## src/rtl/alu_ctrl_pkg.sv

```systemverilog
// Shared definitions for the bit-serial ALU controller: opcodes, FSM state
// encoding and the rule for the carry that seeds the LSB slice.
package alu_ctrl_pkg;

  typedef enum logic [2:0] {
    OP_ZERO = 3'b000,
    OP_AND  = 3'b001,
    OP_OR   = 3'b010,
    OP_XOR  = 3'b011,
    OP_INC  = 3'b100,
    OP_SUB  = 3'b101,
    OP_ADD  = 3'b110,
    OP_ONES = 3'b111
  } op_e;

  typedef enum logic [1:0] {
    ST_IDLE = 2'b00,
    ST_RUN  = 2'b01,
    ST_DONE = 2'b10
  } state_e;

  // INC adds one to b through the carry chain; SUB/ADD take the external carry.
  function automatic logic init_carry(op_e op, logic cin);
    case (op)
      OP_INC:         init_carry = 1'b1;
      OP_SUB, OP_ADD: init_carry = cin;
      default:        init_carry = 1'b0;
    endcase
  endfunction

endpackage

```

## src/rtl/alu_serial_ctrl_if.sv

```systemverilog
// Request/response bundle between a requester and the bit-serial ALU.
interface alu_serial_ctrl_if #(
  parameter int WIDTH = 8
);
  logic             start;
  logic             abort;
  logic [2:0]       sel;
  logic [WIDTH-1:0] a;
  logic [WIDTH-1:0] b;
  logic             cin;
  logic             busy;
  logic             done;
  logic [WIDTH-1:0] result;
  logic             cout;
  logic             zero;

  modport master (
    output start, abort, sel, a, b, cin,
    input  busy, done, result, cout, zero
  );

  modport slave (
    input  start, abort, sel, a, b, cin,
    output busy, done, result, cout, zero
  );
endinterface

```

## src/rtl/alu_bit_slice.sv

```systemverilog
// One-bit ALU slice; purely combinational, chained through an external carry register.
import alu_ctrl_pkg::*;

module alu_bit_slice (
  input  op_e  sel,
  input  logic a,
  input  logic b,
  input  logic cin,
  output logic y,
  output logic cout
);

  logic b_inv;

  // NOTE: every output gets a default first so no path through the case infers a latch.
  always_comb begin
    y     = 1'b0;
    cout  = 1'b0;
    b_inv = ~b;
    case (sel)
      OP_ZERO: y = 1'b0;
      OP_AND:  y = a & b;
      OP_OR:   y = a | b;
      OP_XOR:  y = a ^ b;
      OP_INC: begin
        y    = b ^ cin;
        cout = b & cin;
      end
      OP_SUB: begin
        y    = a ^ b_inv ^ cin;
        cout = (a & b_inv) | (cin & (a ^ b_inv));
      end
      OP_ADD: begin
        y    = a ^ b ^ cin;
        cout = (a & b) | (cin & (a ^ b));
      end
      OP_ONES: y = 1'b1;
      default: y = 1'b0;
    endcase
  end

endmodule

```

## src/rtl/alu_serial_ctrl.sv

```systemverilog
// Bit-serial ALU controller: latches operands on start, runs one slice per
// cycle LSB first, then presents result/cout/zero with a one-cycle done pulse.
import alu_ctrl_pkg::*;

module alu_serial_ctrl #(
  parameter int WIDTH = 8
) (
  input logic               clk,
  input logic               rst_n,
  alu_serial_ctrl_if.slave  bus
);

  localparam int            CW   = (WIDTH > 2) ? $clog2(WIDTH) : 1;
  localparam logic [CW-1:0] LAST = CW'(WIDTH - 1);

  state_e           state_q, state_d;
  op_e              sel_q, sel_d;
  logic [WIDTH-1:0] a_sh_q, a_sh_d;
  logic [WIDTH-1:0] b_sh_q, b_sh_d;
  logic [WIDTH-2:0] y_sh_q, y_sh_d;
  logic [CW-1:0]    count_q, count_d;
  logic             carry_q, carry_d;
  logic [WIDTH-1:0] result_q, result_d;
  logic             cout_q, cout_d;
  logic             zero_q, zero_d;

  logic             slice_y;
  logic             slice_cout;
  logic [WIDTH-1:0] y_next;

  alu_bit_slice u_slice (
    .sel  (sel_q),
    .a    (a_sh_q[0]),
    .b    (b_sh_q[0]),
    .cin  (carry_q),
    .y    (slice_y),
    .cout (slice_cout)
  );

  // The newest slice output enters at the top; after the last bit the
  // concatenation is the complete result in natural bit order.
  assign y_next = {slice_y, y_sh_q};

  always_comb begin
    state_d  = state_q;
    sel_d    = sel_q;
    a_sh_d   = a_sh_q;
    b_sh_d   = b_sh_q;
    y_sh_d   = y_sh_q;
    count_d  = count_q;
    carry_d  = carry_q;
    result_d = result_q;
    cout_d   = cout_q;
    zero_d   = zero_q;

    unique case (state_q)
      ST_IDLE: begin
        // start takes priority over abort here; abort only matters in RUN.
        if (bus.start) begin
          sel_d   = op_e'(bus.sel);
          a_sh_d  = bus.a;
          b_sh_d  = bus.b;
          carry_d = init_carry(op_e'(bus.sel), bus.cin);
          count_d = '0;
          state_d = ST_RUN;
        end
      end
      ST_RUN: begin
        if (bus.abort) begin
          state_d = ST_IDLE;
        end else begin
          a_sh_d  = a_sh_q >> 1;
          b_sh_d  = b_sh_q >> 1;
          y_sh_d  = y_next[WIDTH-1:1];
          carry_d = slice_cout;
          count_d = count_q + 1'b1;
          if (count_q == LAST) begin
            state_d  = ST_DONE;
            result_d = y_next;
            cout_d   = slice_cout;
            zero_d   = (y_next == '0);
          end
        end
      end
      ST_DONE: state_d = ST_IDLE;
      default: state_d = ST_IDLE;
    endcase
  end

  // NOTE: sequential state uses non-blocking assignments so every flop samples pre-edge values.
  // NOTE: all registers, including the operand shifters, reset to known values;
  // zero resets high because the reset result is all zeros.
  always_ff @(posedge clk or negedge rst_n) begin
    if (!rst_n) begin
      state_q  <= ST_IDLE;
      sel_q    <= OP_ZERO;
      a_sh_q   <= '0;
      b_sh_q   <= '0;
      y_sh_q   <= '0;
      count_q  <= '0;
      carry_q  <= 1'b0;
      result_q <= '0;
      cout_q   <= 1'b0;
      zero_q   <= 1'b1;
    end else begin
      state_q  <= state_d;
      sel_q    <= sel_d;
      a_sh_q   <= a_sh_d;
      b_sh_q   <= b_sh_d;
      y_sh_q   <= y_sh_d;
      count_q  <= count_d;
      carry_q  <= carry_d;
      result_q <= result_d;
      cout_q   <= cout_d;
      zero_q   <= zero_d;
    end
  end

  assign bus.busy   = (state_q != ST_IDLE);
  assign bus.done   = (state_q == ST_DONE);
  assign bus.result = result_q;
  assign bus.cout   = cout_q;
  assign bus.zero   = zero_q;

endmodule

```

## src/flat_wrapper.sv

```systemverilog
// flat-port wrapper written by rule: the top's interface ports become plain ports
module alu_serial_ctrl_flat 
#(
  parameter int WIDTH = 8
)
  (clk, rst_n, bus_start, bus_abort, bus_sel, bus_a, bus_b, bus_cin, bus_busy, bus_done, bus_result, bus_cout, bus_zero);
  alu_serial_ctrl_if #(.WIDTH(WIDTH)) bus_i ();
  input logic clk;
  input logic rst_n;
  input wire logic [$bits(bus_i.start)-1:0] bus_start;
  input wire logic [$bits(bus_i.abort)-1:0] bus_abort;
  input wire logic [$bits(bus_i.sel)-1:0] bus_sel;
  input wire logic [$bits(bus_i.a)-1:0] bus_a;
  input wire logic [$bits(bus_i.b)-1:0] bus_b;
  input wire logic [$bits(bus_i.cin)-1:0] bus_cin;
  output wire logic [$bits(bus_i.busy)-1:0] bus_busy;
  output wire logic [$bits(bus_i.done)-1:0] bus_done;
  output wire logic [$bits(bus_i.result)-1:0] bus_result;
  output wire logic [$bits(bus_i.cout)-1:0] bus_cout;
  output wire logic [$bits(bus_i.zero)-1:0] bus_zero;
  assign bus_i.start = bus_start;
  assign bus_i.abort = bus_abort;
  assign bus_i.sel = bus_sel;
  assign bus_i.a = bus_a;
  assign bus_i.b = bus_b;
  assign bus_i.cin = bus_cin;
  assign bus_busy = bus_i.busy;
  assign bus_done = bus_i.done;
  assign bus_result = bus_i.result;
  assign bus_cout = bus_i.cout;
  assign bus_zero = bus_i.zero;
  alu_serial_ctrl #(.WIDTH(WIDTH)) u_core (.clk(clk), .rst_n(rst_n), .bus(bus_i));
endmodule
```

## config.mk

```make
export PLATFORM = sky130hd
export DESIGN_NAME = alu_serial_ctrl_flat
export DESIGN_NICKNAME = d
export VERILOG_FILES = /design/src/rtl/alu_ctrl_pkg.sv /design/src/rtl/alu_serial_ctrl_if.sv /design/src/rtl/alu_bit_slice.sv /design/src/rtl/alu_serial_ctrl.sv /design/src/flat_wrapper.sv
export SDC_FILE = /design/constraint.sdc
export NUM_CORES = 1
export LEC_CHECK = 0
export BUFFER_PORTS_ARGS = -buffer_cell sky130_fd_sc_hd__buf_2
export CAP_MARGIN = 0
export CORE_MARGIN = 5
export CORE_UTILIZATION = 36
export DETAILED_ROUTE_END_ITERATION = 6
export SLEW_MARGIN = 40
export SYNTH_ARGS = -nofsm -noshare
export SYNTH_HDL_FRONTEND = slang
export SYNTH_HIERARCHICAL = 1
export SYNTH_SLANG_ARGS = --single-unit
```

## constraint.sdc

```tcl
create_clock -name clk -period 2.38 [get_ports clk]
set_input_delay 0.238 -clock clk [delete_from_list [all_inputs] [get_ports clk]]
set_output_delay 0.238 -clock clk [all_outputs]
set_load 0.05 [all_outputs]
```

==> results of run 1 <==
-- power breakdown --
group	internal (mW)	leakage [nW]	switching, mW	total [mW]
registers	0.913	0.510	0.168	1.08
clock network	0.309	0.0579	0.235	0.544
logic	0.322	0.598	0.313	0.636
total	1.54	1.17	0.716	2.26
-- worst paths after layout --
check                                       from                    to  slack (ns)  depth (start not counted)
worst max-delay path            u_core/b_sh_q[0]       u_core/bus.zero        0.40                          8
worst min-delay path                    bus_b[7]      u_core/b_sh_q[7]        0.17                          2
worst max register to register  u_core/b_sh_q[0]       u_core/bus.zero        0.40                          8
worst min register to register   u_core/bus.zero       u_core/bus.zero        0.47                          2
max in group asynchronous                  rst_n      u_core/a_sh_q[3]        1.35                          3
min in group asynchronous                  rst_n  u_core/bus.result[2]        0.38                          2
-- timing repair --
item | 4_1_cts | 5_1_grt
hold buffers | 1 | 0
endpoints found under the hold margin | 14 | 0
buffers inserted | 0 | 0
-- cell usage after synthesis, types with 2 or more instances --
library cell	count	area, um^2
dfrtp_1	41	1030
mux2i_1	16	160
mux2_1	15	169
nor3_1	15	75.1
a21oi_1	14	70.1
buf_2	6	30.0
inv_1	6	22.5
ha_1	5	62.6
a22o_1	4	35.0
mux2_4	4	60.1
nor2b_1	4	25.0
a211oi_1	3	22.5
nand2_1	3	11.3
a31oi_1	2	12.5
buf_4	2	15.0
clkbuf_1	2	7.51
nor3b_2	2	25.0
nor4_1	2	12.5
o21ai_1	2	10.0
-- sequential cells by signal, summed over array words and instances (netlist names) --
name / cells
u_core/a_sh_q: 8
u_core/b_sh_q: 8
u_core/bus.cout: 1
u_core/bus.result: 8
u_core/bus.zero: 1
u_core/carry_q: 1
u_core/count_q: 3
u_core/sel_q: 3
u_core/state_q: 2
u_core/y_sh_q: 7
-- kinds of logic after synthesis --
| family | Yosys count | synth area share [%] |
|---|---|---|
| AND/OR/NAND/NOR | 34 | 10.3 |
| flip-flops | 42 | 52.8 |
| adder cells (fa/ha/maj) | 5 | 3.14 |
| XOR/XNOR | 2 | 0.880 |
| buffers and inverters | 16 | 3.77 |
| AO/OA/AOI/OAI | 28 | 8.98 |
| multiplexers | 36 | 20.1 |
-- critical path: stages (launching register included) --
cell and delay (ns):
dfrtp_1 0.42, inv_1 0.08, ha_1 0.33, mux2_1 0.31
a211oi_1 0.23, a31oi_1 0.09, nor4_1 0.24, nand2_1 0.08
o21ai_1 0.12
-- cell type report --
type | instances | area [um^2]
multi-input combinational | 105 | 867
sequential | 42 | 1050
inverter | 6 | 22.5
timing repair buffer | 42 | 230
clock buffer | 5 | 68.8
clock inverter | 3 | 40.0
tap | 72 | 90.1
fill | 532 | 3070
-- through the flow --
step / setup WS (ns) / cell area (um^2) / std cells / hold slack (ns) / util (%)
2_1_floorplan: 0.549 / 1990 / 163 / -0.0576 / -
3_3_place_gp: 0.456 / 2250 / 266 / 0.163 / 41.4
3_5_place_dp: 0.411 / 2250 / 266 / 0.161 / 41.4
4_1_cts: 0.386 / 2370 / 275 / 0.165 / 43.6
5_1_grt: 0.163 / 2370 / 275 / 0.173 / 43.6
6_report: 0.405 / 2370 / 275 / 0.174 / 43.6
-- per-layer routing --
metal / global-route usage [%] / vias up / share of wire, %
met1: 16.2 / 633 / 51
met3: 3.83 / 2 / 6.6
met5: 0 / - / 0
li1: - / 664 / -
met4: 2.59 / 0 / 0.51
met2: 15.8 / 40 / 42
==> summary.md, run 1 <==
| Metric | Value |
|---|---|
| Result of the run | `finished, final reports clean` |
| Routed wire length | `3.72 mm` |
| Starting density of the core | `36.6%` |
| Drt first pass iters | `6` |
| # rows | `27` |
| Grt ovf | `0` |
| Crit path launch type | `register` |
| Data arrival, critical path | `2.19 ns` |
| Routability congestion estimate | `0.704` |
| Actual slew at the worst max-slew pin | `0.593 ns` |
| Sequential-to-total area share from yosys stat | `52.8%` |
| Power density over the cells | `953 nW/um^2` |
| Synth Area per Inst | `12.2 um^2` |
| Number of setup violations in the final report | `0` |
| Number of routed nets with antenna violations | `0` |
| CTS buffer count | `5` |
| Setup repair after global routing missed its margin | `no` |
| TritonCTS clock tree | `built` |
| Vias in the first global route | `1348` |
| Upper clock frequency limit | `0.506 GHz` |
| Tot GR Track Use | `11.1%` |
| Master cell of the clock root buffer | `clkbuf_8` |
| Floorplan Core Area | `5440 um^2` |
| Asr flop ratio synth | `100%` |
| DRC | `0` |
| Longest Clk Path Bufs | `2` |
| Gate count of the mapped netlist | `163` |
| Vertical die dimension | `84.4 um` |
| Crit path max fanout | `5` |
| Pin count of the biggest net entering global routing | `28` |
| Layout area overhead | `19.0%` |
| DRC violation total after the first TritonRoute iteration | `26` |
| Via count of the routed design | `1339` |
| Antenna Diode Count | `0` |
| Leakage power total | `1.17 nW` |
| Post-synthesis sequential element count | `42` |
| Peak ir drop on the vdd network | `0.557 mV` |
| Shortest period the worst path allows | `1.98 ns` |
| Post-CTS clock slew at the launch and capture registers of the worst setup and hold paths | `0.08 ns` |
| Category of the worst setup path capture point | `register` |
| Die Span X | `84.4 um` |
| CP required | `2.60 ns` |
| Number of I/O pins | `36` |
| Antenna violations before repair | `0` |
| Post-CTS sizing | `0` |
| Worst min path class | `primary input to register` |
| Fraction of final layout cells with drive strength greater than 1 | `29.1%` |
| Worst clock skew | `0.00476 ns` |
| Estimated wirelength of the detail-placed design | `2.67 mm` |
| Post-synth EDFFs | `0` |
| Die area | `7120 um^2` |
| Number of buffers added on ports | `35` |
| Headroom to the max-slew limit | `60.4%` |
| First-pass GRT wire length | `6.51 mm` |
| Final hold violation count | `0` |
| Clock latency on the worst-skew pair | `0.28 ns` |
| Area of the mapped netlist | `1990 um^2` |
| Total power after layout | `2.26 mW` |
| Portion of the clock cycle consumed by the worst path in the final layout | `83.0%` |
| Unique masters post-synth | `34` |
| Sum Neg Setup Slack | `0 ns` |
| Num Clock Sinks | `42` |
| Commonest non-fill, non-tap cell in the layout | `dfrtp_1` |
| MaxCap Viol Count | `0` |
| Maximum level of the CTS H-tree | `2` |
| Worst setup path category | `register to register` |
| Number of nets in the final layout | `231` |
| Prevailing post-synth register cell | `dfrtp_1` |
| Per-cell via count in the routed design | `4.87` |
| Most frequent cells in the layout | `dfrtp_1, buf_2, mux2i_1` |
| Final count of pins violating max slew | `0` |
| Post-synthesis net count | `192` |
| Yosys synthesis warning count | `6` |
| Routed len/inst | `13.5 um` |
Note: power is estimated with default switching activity, not from simulation.
==> inputs of run 2 (changes only) <==
clock period = 1.8 ns   (was 2.38 ns; I/O delays follow)
==> run 2 against run 1 <==
Net effect: die area unchanged; combinational power up 73%; fmax up 10%; largest cell class unchanged; critical path depth down 1; largest power group unchanged; flip-flop and latch count unchanged; clock power up 67%.
==> summary.md, run 2 (synthesized netlist as in run 1, its figures left out) <==
| Metric | Value |
|---|---|
| Result of the run | `finished, final reports clean` |
| Clock latency on the worst-skew pair | `0.29 ns` |
| Die Span X | `84.4 um` |
| Setup repair after global routing missed its margin | `yes` |
| Leakage power total | `1.24 nW` |
| Commonest non-fill, non-tap cell in the layout | `dfrtp_1` |
| Drt first pass iters | `4` |
| Upper clock frequency limit | `0.557 GHz` |
| Hold-critical path depth | `2` |
| CTS buffer count | `5` |
| Final hold violation count | `0` |
| Fillers | `494` |
| Total power after layout | `3.43 mW` |
| # rows | `27` |
| Final count of pins violating max slew | `0` |
| Starting density of the core | `36.6%` |
| Routed len/inst | `13.6 um` |
| Routability congestion estimate | `0.792` |
| Fraction of final layout cells with drive strength greater than 1 | `36.6%` |
| Worst min path class | `primary input to register` |
| Hold Path Origin | `bus_a[7]` |
| Portion of the clock cycle consumed by the worst path in the final layout | `99.7%` |
| Actual slew at the worst max-slew pin | `0.510 ns` |
| Number of nets in the final layout | `241` |
| Share of the core filled with cells in the final layout | `47.3%` |
| Grt ovf | `0` |
| Die area | `7120 um^2` |
| Number of setup violations in the final report | `0` |
| Number of I/O pins | `36` |
| Peak ir drop on the vdd network | `0.639 mV` |
| Most frequent cells in the layout | `dfrtp_1, buf_2, mux2i_1` |
| Worst r2r dst | `u_core/bus.result[7]` |
| Share of power burned in combinational logic | `32.1%` |
| Number of buffers added on ports | `35` |
| Longest Clk Path Bufs | `2` |
| First-pass GRT wire length | `6.82 mm` |
| Antenna Diode Count | `0` |
| Estimated wirelength of the detail-placed design | `2.76 mm` |
| Master cell of the clock root buffer | `clkbuf_8` |
| Net load switching power | `1.03 mW` |
| Hold Worst Slack | `0.105 ns` |
| Vertical die dimension | `84.4 um` |
| Crit path launch type | `register` |
| Vias in the first global route | `1474` |
| Worst clock skew | `0.00342 ns` |
| Data arrival, critical path | `1.97 ns` |
| Critical R2R Launch | `u_core/a_sh_q[0]` |
| MaxCap Viol Count | `0` |
| Sequential fraction of design power | `41.5%` |
| Number of routed nets with antenna violations | `0` |
| Headroom to the max-slew limit | `66.0%` |
| Tot GR Track Use | `11.9%` |
| Maximum level of the CTS H-tree | `2` |
| Proportion of total power due to net switching | `30.0%` |
| Num Clock Sinks | `42` |
| Pin count of the biggest net entering global routing | `43` |
| Sum Neg Setup Slack | `0 ns` |
| Power density over the cells | `1340 nW/um^2` |
| TritonCTS clock tree | `built` |
| CP required | `1.97 ns` |
| DRC | `0` |
| Layout area overhead | `29.1%` |
| Reg2Reg Depth | `7` |
| Post-CTS clock slew at the launch and capture registers of the worst setup and hold paths | `0.08 ns` |
| Hold Path End | `u_core/a_sh_q[7]` |
| Shortest period the worst path allows | `1.80 ns` |
| Reg-to-reg slack, setup | `0.005 ns` |
| Category of the worst setup path capture point | `register` |
| Internal | `2.40 mW` |
| Antenna violations before repair | `0` |
| Floorplan Core Area | `5440 um^2` |
| DRC violation total after the first TritonRoute iteration | `40` |
| Routed wire length | `3.89 mm` |
| Via count of the routed design | `1387` |
| Clock share of power | `26.4%` |
| Crit path max fanout | `3` |
| Worst setup path category | `register to register` |
| Per-cell via count in the routed design | `4.87` |
run 2: cell types whose count changed in the layout (fill, tap and decap cells not counted), sizes merged:
cell	change
clkbuf	+1
clkinv	-2
bufinv	+1
buf	+10
run 2: worst max-delay path by stage:
stage / cells after the start / slack, ns / end / from
6_report: 7 / 0.005 / u_core/bus.result[7] / u_core/a_sh_q[0]
5_1_grt: 8 / -0.11 / u_core/bus.zero / u_core/b_sh_q[0]
4_1_cts: 8 / 0.004 / u_core/bus.zero / u_core/b_sh_q[0]
3_5_place_dp: 8 / -0.07 / u_core/bus.zero / u_core/a_sh_q[0]
3_3_place_gp: 8 / -0.02 / u_core/bus.zero / u_core/a_sh_q[0]
2_1_floorplan: 8 / 0.03 / u_core/bus.zero / u_core/b_sh_q[0]
run 2: area by class of cell:
cell class                 instances  area (um^2)  share of cell area [%]
clock buffer                       6         82.6                    3.21
clock inverter                     2         60.1                    2.34
inverter                           6         22.5                   0.876
multi-input combinational        105          917                    35.7
sequential                        42         1050                    40.9
tap                               72         90.1                    3.50
timing repair buffer              52          347                    13.5
run 2: per-layer routing:
layer	up-vias	wire, um	GRT usage (%)
met5	-	0	0
li1	686	-	-
met2	33	1700	18.7
met1	660	1870	14.9
met4	0	66	4.75
met3	8	254	4.12
run 2: worst max-delay path, stage by stage (launching register included):
cell and delay, ns:
dfrtp_1 0.40, inv_2 0.06, ha_4 0.25, mux2_4 0.27, a211oi_4 0.20, a31oi_2 0.07, buf_4 0.15, mux2_1 0.27
run 2: repair_timing:
item | in CTS | in global routing
endpoints found under the setup margin | 3 | 4
hold endpoints to repair | 41 | 0
gates resized for setup | 4 | 6
hold buffers | 1 | 0
pin swaps | 1 | 5
buffers inserted | 1 | 1
run 2: power by group through the flow:
stage / logic [mW] / registers [mW] / clock network, mW
detailed placement: 0.992 / 1.43 / 0
global route: 1.23 / 1.47 / 0.981
floorplan: 0.650 / 1.44 / 0
global placement: 0.972 / 1.42 / 0
finish: 1.10 / 1.42 / 0.906
CTS: 1.03 / 1.42 / 0.939
run 2: stage by stage:
step,worst slack [ns],cell area [um^2],cells
2_1_floorplan,0.0287,2000,163
3_3_place_gp,-0.0212,2360,274
3_5_place_dp,-0.0720,2360,274
4_1_cts,0.00371,2530,284
5_1_grt,-0.107,2570,285
6_report,0.00473,2570,285
==> inputs of run 3 (changes only) <==
ABC_AREA = 1   (was unset)
CORE_UTILIZATION = 55   (was 36)
PLACE_DENSITY = 0.79   (was unset)
clock period = 1.9 ns   (was 1.8 ns; I/O delays follow)
==> run 3 against run 2 <==
Net effect: fmax rose by 9.6%; area after synthesis rose by 3.6%; power decreased by 22%; synthesized cell count rose by 53%; final cell count increased by 19%; register-to-register slack improved by 0.26 ns; critical path depth is 8 higher; clock skew grew 0.0013 ns; sequential power shrank 13%; critical path type unchanged; highest routed layer unchanged.
==> summary.md, run 3 <==
| Metric | Value |
|---|---|
| # rows | `22` |
| Sequential-to-total area share from yosys stat | `51.0%` |
| Clock latency on the worst-skew pair | `0.30 ns` |
| Vias in the first global route | `1599` |
| Shortest period the worst path allows | `1.64 ns` |
| Post-synthesis net count | `279` |
| Number of setup violations in the final report | `0` |
| Crit path launch type | `register` |
| Estimated wirelength of the detail-placed design | `2.71 mm` |
| Crit path max fanout | `4` |
| CP max stage delay | `0.35 ns` |
| Category of the worst setup path capture point | `register` |
| CP required | `2.15 ns` |
| Net load switching power | `0.919 mW` |
| Grt ovf | `0` |
| Worst clock skew | `0.00471 ns` |
| TritonCTS clock tree | `built` |
| Longest Clk Path Bufs | `2` |
| Die area | `5080 um^2` |
| Number of buffers and inverters on the critical path | `4` |
| Antenna Diode Count | `0` |
| Post-synth top area share | `49.7%` |
| Commonest non-fill, non-tap cell in the layout | `nand2_1` |
| Actual slew at the worst max-slew pin | `0.513 ns` |
| Reg-to-reg slack, setup | `0.26 ns` |
| Fraction of final layout cells with drive strength greater than 1 | `19.7%` |
| Most frequent cells in the layout | `nand2_1, o21ai_0, dfrtp_1` |
| Via count of the routed design | `1653` |
| Vertical die dimension | `71.3 um` |
| CTS buffer count | `5` |
| DRC | `0` |
| Proportion of total power due to net switching | `34.2%` |
| Crit path setup slack, layout | `0.262 ns` |
| Main area contributors after synthesis | `dfrtp_1, nand2_1, o21ai_0` |
| Unique masters post-synth | `23` |
| Prevailing post-synth register cell | `dfrtp_1` |
| Result of the run | `finished, final reports clean` |
| Antenna violations before repair | `0` |
| Master cell of the clock root buffer | `clkbuf_8` |
| Worst min path class | `primary input to register` |
| Per-cell via count in the routed design | `4.89` |
| Number of buffers added on ports | `35` |
| First-pass GRT wire length | `6.80 mm` |
| Max stage delay cell, worst path | `dfrtp_1` |
| Post-CTS clock slew at the launch and capture registers of the worst setup and hold paths | `0.07 ns` |
| Routability congestion estimate | `0.800` |
| Critical Path, Cell by Cell | `inv_1 -> ha_1 -> inv_1 -> nand2_1 -> nand2_1 -> nand2_1 -> nand2_1 -> nand3_1 -> nand2_1 -> inv_1 -> inv_1 -> nand4_1 -> nor2_1 -> nand2_1 -> nand2_1` |
| Post-synthesis sequential element count | `42` |
| Worst setup path category | `register to register` |
| MaxCap Viol Count | `0` |
| Leakage power total | `1.28 nW` |
| Layout area overhead | `15.3%` |
| Peak ir drop on the vdd network | `0.656 mV` |
| Number of routed nets with antenna violations | `0` |
| Final count of pins violating max slew | `0` |
| Share of power burned in combinational logic | `29.6%` |
| Library cell appearing most often on the critical path | `nand2_1` |
| Headroom to the max-slew limit | `65.8%` |
| Setup repair after global routing missed its margin | `no` |
| Gate count of the mapped netlist | `250` |
| Data arrival, critical path | `1.88 ns` |
| DRC violation total after the first TritonRoute iteration | `123` |
| Number of I/O pins | `36` |
| Pin count of the biggest net entering global routing | `43` |
| Most numerous cell in the Yosys netlist | `nand2_1` |
| Power density over the cells | `1130 nW/um^2` |
| Routed len/inst | `11.3 um` |
| Starting density of the core | `56.4%` |
| Tot GR Track Use | `16.8%` |
| Upper clock frequency limit | `0.611 GHz` |
| Largest delay contributor family on the critical path | `simple AND/OR/NAND/NOR gates` |
| Internal | `1.77 mW` |
| Num Clock Sinks | `42` |
| Die Span X | `71.3 um` |
| Post-synth EDFFs | `0` |
| Clock share of power | `24.4%` |
| Final hold violation count | `0` |
| Routed wire length | `3.83 mm` |
| Asr flop ratio synth | `100%` |
| Area of the mapped netlist | `2060 um^2` |
| Cell taking the most area after synthesis | `dfrtp_1` |
| Sum Neg Setup Slack | `0 ns` |
| Drt first pass iters | `4` |
| Post-placement worst setup slack | `0.205 ns` |
| Commonest cells post-synth | `nand2_1, o21ai_0, dfrtp_1` |
| Portion of the clock cycle consumed by the worst path in the final layout | `86.2%` |
| Post-CTS sizing | `0` |
| Sequential fraction of design power | `46.0%` |
| Number of nets in the final layout | `318` |
| Yosys synthesis warning count | `6` |
| Maximum level of the CTS H-tree | `2` |
| Floorplan Core Area | `3660 um^2` |
| Synth Area per Inst | `8.26 um^2` |
run 3: cell types whose count changed after synthesis, moves of 5 or more:
| cell | delta |
|---|---|
| nand2_1 | +69 |
| nor3_1 | -14 |
| o21ai_0 | +48 |
| nand3_1 | +10 |
| nor2_1 | +6 |
| mux2_1 | -15 |
| inv_1 | +34 |
| a21oi_1 | -11 |
| mux2i_1 | -16 |
| buf_6 | +5 |
run 3: path summary, 6_finish.rpt:
| path | start | endpoint | cells after the start |
|---|---|---|---|
| min in group asynchronous | rst_n | u_core/b_sh_q[6] | 3 |
| min reg2reg | u_core/bus.zero | u_core/bus.zero | 2 |
| max reg2reg | u_core/b_sh_q[0] | u_core/bus.zero | 15 |
| max | u_core/b_sh_q[0] | u_core/bus.zero | 15 |
| min | bus_a[7] | u_core/a_sh_q[7] | 3 |
| max in group asynchronous | rst_n | u_core/bus.zero | 3 |
run 3: logic make-up after synthesis:
| group | synth area share, % |
|---|---|
| AOI/OAI and AO/OA | 13.5 |
| and+or+nand+nor | 21.3 |
| buffers and inverters | 11.2 |
| DFF | 51.0 |
| adders and majority gates | 3.03 |
run 3: power by group through the flow:
stage | clock network, mW | registers (mW) | logic, mW
after CTS | 0.679 | 1.25 | 0.769
after floorplan | 0 | 1.25 | 0.594
final | 0.657 | 1.24 | 0.794
after detailed placement | 0 | 1.26 | 0.757
after global placement | 0 | 1.25 | 0.733
after global routing | 0.717 | 1.27 | 0.933
run 3: routing by layer:
layer	wire length, um	up-vias	GRT usage (%)	part of all wire (%)
met3	132	7	4.07	3.4
li1	-	866	-	-
met2	1820	18	25.9	47
met1	1810	762	22.2	47
met5	0	-	0	0
met4	78	0	8.56	2.0
run 3: stage by stage:
step	instances	cell area [um^2]	total power, mW	hold slack, ns	util, %
2_1_floorplan	250	2060	1.85	-0.106	-
3_3_place_gp	327	2240	1.98	0.285	61.3
3_5_place_dp	327	2240	2.02	0.286	61.3
4_1_cts	336	2360	2.69	0.124	64.6
5_1_grt	338	2380	2.92	0.141	65.0
6_report	338	2380	2.69	0.133	65.0
run 3: cell type report:
class                      instances  area, um^2
fill                             306        1280
timing repair buffer              41         223
multi-input combinational        158         781
inverter                          41         154
sequential                        42        1050
clock buffer                       8         110
tap                               48        60.1
run 3: timing repair:
| item | in CTS | in global routing |
|---|---|---|
| endpoints found under the hold margin | 41 | 0 |
| setup endpoints to repair | 0 | 1 |
| hold buffers | 1 | 0 |
| setup buffers | 0 | 2 |
run 3: tightest hold or removal path, cell delays in order:
cell and delay, ns:
buf_2 0.07, nand3_1 0.06, o21ai_0 0.06
